### src/rtl/router_fifo.sv
// Output-channel buffer for the 1x3 router: 16-entry FIFO with a header tag per
// entry and a packet-length counter that idles data_out between packets.
module router_fifo #(
  parameter int WIDTH = 8,
  parameter int DEPTH = 16,
  parameter int AW    = 4
) (
  input  logic             clk,
  input  logic             rst,
  input  logic             soft_reset,
  input  logic             write_enb,
  input  logic             read_enb,
  input  logic             lfd_state,
  input  logic [WIDTH-1:0] data_in,
  output logic [WIDTH-1:0] data_out,
  output logic             full,
  output logic             empty
);

  logic [WIDTH:0]   r_mem [DEPTH];
  logic [AW:0]      r_wr_ptr;
  logic [AW:0]      r_rd_ptr;
  logic [6:0]       r_count;
  logic [WIDTH-1:0] r_data_out;

  logic             w_full;
  logic             w_empty;
  logic             w_clear;
  logic             w_wr;
  logic             w_rd;
  logic [WIDTH:0]   w_rd_entry;

  assign w_full  = (r_wr_ptr[AW] != r_rd_ptr[AW]) &&
                   (r_wr_ptr[AW-1:0] == r_rd_ptr[AW-1:0]);
  assign w_empty = (r_wr_ptr == r_rd_ptr);

  // Traffic in a reset or flush cycle is discarded, including the memory write.
  assign w_clear    = !rst || soft_reset;
  assign w_wr       = !w_clear && write_enb && !w_full;
  assign w_rd       = !w_clear && read_enb && !w_empty;
  assign w_rd_entry = r_mem[r_rd_ptr[AW-1:0]];

  always_ff @(posedge clk) begin
    if (w_wr) begin
      r_mem[r_wr_ptr[AW-1:0]] <= {lfd_state, data_in};
    end
  end

  always_ff @(posedge clk) begin
    if (w_clear) begin
      r_wr_ptr   <= '0;
      r_rd_ptr   <= '0;
      r_count    <= '0;
      r_data_out <= '0;
    end else begin
      if (w_wr) begin
        r_wr_ptr <= r_wr_ptr + 1'b1;
      end
      if (w_rd) begin
        r_rd_ptr   <= r_rd_ptr + 1'b1;
        r_data_out <= w_rd_entry[WIDTH-1:0];
        // Header byte carries payload length in [7:2]; +1 accounts for parity.
        if (w_rd_entry[WIDTH]) begin
          r_count <= {1'b0, w_rd_entry[7:2]} + 7'd1;
        end else if (r_count != 7'd0) begin
          r_count <= r_count - 7'd1;
        end
      end else if (r_count == 7'd0) begin
        r_data_out <= '0;
      end
    end
  end

  assign data_out = r_data_out;
  assign full     = w_full;
  assign empty    = w_empty;

endmodule
### config.mk
export PLATFORM = sky130hd
export DESIGN_NAME = router_fifo
export DESIGN_NICKNAME = d
export VERILOG_FILES = /design/src/rtl/router_fifo.sv
export SDC_FILE = /design/constraint.sdc
export NUM_CORES = 1
export LEC_CHECK = 0
export ABC_AREA = 1
export BUFFER_PORTS_ARGS = -buffer_cell sky130_fd_sc_hd__buf_2
export CAP_MARGIN = 30
export CORE_ASPECT_RATIO = 2
export CORE_MARGIN = 2
export CORE_UTILIZATION = 35
export DETAILED_ROUTE_END_ITERATION = 10
export PLACE_DENSITY_LB_ADDON = 0.1
export SETUP_SLACK_MARGIN = 0.02
export SLEW_MARGIN = 20
export SYNTH_ARGS = -nofsm -noshare
export SYNTH_HDL_FRONTEND = slang
export SYNTH_SLANG_ARGS = --single-unit
### constraint.sdc
create_clock -name clk -period 2 [get_ports clk]
set_input_delay 0.2 -clock clk [delete_from_list [all_inputs] [get_ports clk]]
set_output_delay 0.2 -clock clk [all_outputs]
set_load 0.005 [all_outputs]
# Word level (Yosys, flattened, before mapping)
# Memories as Yosys holds them, arrays and structs flattened. A register that Yosys moved wholly into a read port is not among the register bits.
# Cells that the tools add are included.
[totals]
ram_bits = 144
regBits = 25
mem_count = 1
input_bits = 14
wordCells = 35
output_inout_bits = 10
[op_classes]
mux = 8
n_reduce_logical = 15
n_eq_ne = 3
addsub = 4
[memory_table]
columns = ["memory", "depth", "width", "rd", "rd_ports_with_merged_regs", "write_ports", "line", "text"]
rows = [
  ["r_mem", 16, 9, 1, 1, 1, "20", "logic [WIDTH:0] r_mem [DEPTH];"],
]
[op_table]
columns = ["op", "count"]
rows = [
  ["$mux 8", 2],
  ["$mux 7", 2],
  ["$add 5x1->5 const B", 2],
  ["$mux 4", 2],
  ["$add 6x1->7 const B", 1],
  ["$logic_not 7->1", 1],
  ["$reduce_bool 7->1", 1],
  ["$sub 7x1->7 const B", 1],
  ["$eq 5x5->1", 1],
  ["$logic_and 1x1->1", 5],
  ["$eq 4x4->1", 1],
  ["$logic_not 1->1", 4],
  ["$reduce_bool 2->1", 2],
  ["$mux 1", 2],
  ["$reduce_and 2->1", 1],
  ["$logic_or 1x1->1", 1],
  ["$ne 1x1->1", 1],
]

# Depth between registers and ports, before layout
[logic_depth]
depth_word = 7
depth_mapped = 16

# Least setup slack after synthesis
# No wires, ideal clock.
[synth_path]
path_kind = "register to register"
from = "reg r_wr_ptr[2]"
to = "mem r_mem[3][0] (netlist name), enable pin"
period_less_slack_ns = 1.978
path_stages_with_launch = 12
arrival_time_ns = 1.604
setup_slack_ns = 0.022
n_path_buf = 1
path_cell_list = "dfxtp_1 buf_2 xor2_1 nor2_1 nand2_1 or2_1 nand2_2 inv_2 nand2_2 inv_2 nand3_1 nor2_1"
[synth_between]
elab_chain_cells = 6
[synth_rtl]
columns = ["item", "line", "text"]
rows = [
  ["start: declaration", "21", "logic [AW:0] r_wr_ptr;"],
  ["start signal: assignment", "57", "r_wr_ptr <= r_wr_ptr + 1'b1;"],
  ["$eq 4x4->1", "34", "(r_wr_ptr[AW-1:0] == r_rd_ptr[AW-1:0]);"],
  ["$logic_and 1x1->1", "33", "assign w_full = (r_wr_ptr[AW] != r_rd_ptr[AW]) &&"],
  ["$logic_not 1->1", "39", "assign w_wr = !w_clear && write_enb && !w_full;"],
  ["$logic_and 1x1->1", "39", ""],
  ["$mux 1", "44", "if (w_wr) begin"],
  ["$mux 1 (implied by the code)", "45", "r_mem[r_wr_ptr[AW-1:0]] <= {lfd_state, data_in};"],
  ["end: declaration", "20", ""],
]
# Several ways; a longest one is shown, not always the timed one.

# Worst setup path after layout
[layout_path]
from = "reg r_rd_ptr[3]"
to = "mem r_mem[3][2] (netlist name), enable pin"
[layout_between]
elab_chain_cells = 6
[layout_rtl]
columns = ["item", "line", "text"]
rows = [
  ["start: declaration", "22", "logic [AW:0] r_rd_ptr;"],
  ["start signal: assignment", "60", "r_rd_ptr <= r_rd_ptr + 1'b1;"],
  ["$eq 4x4->1", "34", ""],
  ["$logic_and 1x1->1", "33", ""],
  ["$logic_not 1->1", "39", ""],
  ["$logic_and 1x1->1", "39", ""],
  ["$mux 1", "44", ""],
  ["$mux 1 (implied by the code)", "45", ""],
]
# No other way between the ends.

==> reports/results.txt <==
Status = finished, final reports clean
PwrDens = 814.9 nW/um2
Largest net degree at the start of global routing = 35
DR vias = 5338
Vias per cell = 4.888
Final Max Tran Viols = 0
Vias in the first global route = 5356
Ys async rst share = 0
Final WL = 20680 um
Crit Path Class = reg -> reg
Starting Density = 0.3582
Max_slew headroom = 0.6181
Register area share after synthesis = 0.6514
Crit Path Max Fanout = 6
Final setup fails = 0
Clock buffer depth = 2
Hold WS = 0.06502 ns
CTS clk-pin slew, worst paths = 0.06 ns
Cell row count = 75
Core area = 21020 um2
Worst hold path class = in -> reg
Final setup margin = 0.08671 ns
Setup Skew = 0.007030 ns
Num CTS Buffers = 17
Commonest non-fill, non-tap cell in the layout = nand2_1
RSZ-0062 raised after global routing = yes
Grt ovf = 0
Critical path required time = 2.15 ns
NumNets Final = 831
IO Port Bufs = 23
Fill cells = 2065
Post-DP HPWL = 13770 um
Mapped Avg Cell Area = 10.27 um2
Worst setup path endpoint = r_mem[3][2]$_DFFE_PP_
Register-to-register setup slack = 0.09 ns
Syn Inst Count = 733
Overall power = 7.432 mW
Share of cells above drive strength 1 = 0.1981
CTS tree = done
Die area = 22770 um2
Diodes inserted = 0
MaxCap Viol Count = 0
Commonest non-fill, non-tap cells in the layout = 192 x nand2_1, 144 x edfxtp_1, 91 x nand3_1, 65 x inv_1, 50 x nor2_1
First-pass detailed-route iteration total = 4
Place WS = -0.1434 ns
Mapped Nets = 754
Critical Path AT = 2.06 ns
CTS sink cnt = 173
Initial DRC Count = 345
VDD IR max = 0.5253 mV
Final hold violations = 0
Slew @ Worst Pin = 0.5657 ns
EDFF count, synth = 144
CP startpoint = r_rd_ptr[3]$_SDFFE_PP0P_
Tcrit/Tclk final = 0.9566
Ports = 24
Max Freq = 0.5227 GHz
DIE WIDTH = 107.7 um
Die height = 211.4 um
ANT nets after route = 0
H-tree Lvls = 4
Unique masters post-synth = 35
Clk_lat worst skew = 0.44 ns
Crit path capture type = flop
Leak = 3.597 nW
Setup crit start kind = flop
First-pass GRT wire length = 30190 um
Post-DR wirelength/cell = 18.93 um
Reg2reg end = r_mem[3][2]$_DFFE_PP_
Primary FF master, synth = edfxtp_1
Hold_buf cts = 0
Worst hold path depth = 4
Synthesized area = 7530 um2
Worst r2r path cells = 11
Yosys Warn Count = 0
FF+latch count, synth = 173
Initial antenna violation count = 0
Gpl congestion = 0.8367
P&R area growth vs syn = 21.12%
Root buf cell = clkbuf_16
All-Layer GR Usage = 0.1820
FF-to-FF Start = r_rd_ptr[3]$_SDFFE_PP0P_
DRC = 0
Final min period = 1.913 ns
==> timing repair <==
item	CTS	global route
resized for setup	11	63
cloned	1	5
pin swaps	1	8
buffers inserted	0	4
endpoints found under the setup margin	77	143
==> kinds of logic (layout without fill, tap and decap cells) <==
logic type | after synthesis | in the layout | share of synthesized area
AND/OR/NAND/NOR | 373 | 373 | 0.2084
XOR/XNOR | 9 | 9 | 0.01047
adder cells (fa/ha/maj) | 7 | 7 | 0.01163
flip-flops | 173 | 173 | 0.6514
buffers and inverters | 105 | 195 | 0.06863
AO/OA/AOI/OAI | 66 | 66 | 0.04952
==> per-layer routing <==
metal,share of wire,global-route usage,vias up
li1,-,-,2610
met1,0.38,0.1950,2601
met2,0.57,0.3409,98
met3,0.025,0.02956,29
met4,0.029,0.08355,0
met5,0,0,-
==> per-stage QoR <==
stage | std cells | util | cell area [um2] | TNS (ns)
2_1_floorplan | 733 | - | 7530 | 0
3_3_place_gp | 1050 | 0.3917 | 8233 | -1.822
3_5_place_dp | 1050 | 0.3917 | 8233 | -2.344
4_1_cts | 1083 | 0.4202 | 8833 | -0.4222
5_1_grt | 1092 | 0.4339 | 9120 | -0.4039
6_report | 1092 | 0.4339 | 9120 | 0
==> area by class of cell <==
class,count,area (um2),share of cell area
timing repair buffer,90,762.0,0.08355
clock inverter,10,116.4,0.01276
sequential,173,4917,0.5392
clock buffer,22,444.2,0.04870
tap,269,336.6,0.03690
inverter,73,289.0,0.03169
multi-input combinational,455,2255,0.2472
==> where the power goes <==
part / switching, mW / internal, mW
logic: 0.218 / 0.111
registers: 0.00806 / 3.91
clock network: 1.35 / 1.84
total: 1.58 / 5.86
==> worst min-delay path by stage <==
stage / start / end / slack (ns)
final: soft_reset / r_rd_ptr[4]$_SDFFE_PP0P_ / 0.07
after floorplan: data_in[0] / r_mem[0][0]$_DFFE_PP_ / 0.30
after detailed placement: data_out[1]$_SDFFE_PP0P_ / data_out[1]$_SDFFE_PP0P_ / 0.47
after global placement: data_out[1]$_SDFFE_PP0P_ / data_out[1]$_SDFFE_PP0P_ / 0.46
after CTS: soft_reset / r_rd_ptr[4]$_SDFFE_PP0P_ / 0.05
after global routing: soft_reset / r_rd_ptr[4]$_SDFFE_PP0P_ / 0.08
==> cells in the mapped netlist, types with 2 or more instances <==
| cell type | count | area share |
|---|---|---|
| inv_2 | 5 | 0.0025 |
| buf_6 | 10 | 0.015 |
| xnor2_1 | 2 | 0.0023 |
| or2_1 | 3 | 0.0025 |
| clkbuf_1 | 3 | 0.0015 |
| nor2_1 | 62 | 0.031 |
| nor3b_1 | 2 | 0.0020 |
| nand2_2 | 8 | 0.0066 |
| inv_1 | 65 | 0.032 |
| a22oi_1 | 3 | 0.0030 |
| dfxtp_1 | 29 | 0.077 |
| edfxtp_1 | 144 | 0.57 |
| buf_2 | 9 | 0.0060 |
| ha_1 | 7 | 0.012 |
| nor3_1 | 2 | 0.0013 |
| nand3_1 | 93 | 0.062 |
| o211ai_1 | 2 | 0.0020 |
| clkinv_1 | 2 | 0.0010 |
| a32o_1 | 3 | 0.0040 |
| a21oi_1 | 27 | 0.018 |
| buf_4 | 9 | 0.0090 |
| o21ai_0 | 17 | 0.011 |
| nor2_2 | 3 | 0.0025 |
| nand2_1 | 197 | 0.098 |
| o21ai_1 | 9 | 0.0060 |
| or2_2 | 2 | 0.0017 |
| xor2_1 | 7 | 0.0081 |
==> sequential cells by signal, summed over array words and instances, names as in the netlist, named ones only <==
name	flops
data_out	8
r_count	7
r_rd_ptr	5
r_mem	144
r_wr_ptr	5
==> worst max-delay path, cell delays in order (launching register included) <==
cell and delay, ns:
dfxtp_2 0.37, xor2_1 0.15, nor2_1 0.08, nand2_1 0.05
or2_1 0.12, nand2_2 0.07, inv_2 0.05, nand2_2 0.09
inv_8 0.15, nand3_4 0.11, nor2_4 0.20, buf_6 0.17
Note: power is estimated with default switching activity, not from simulation.
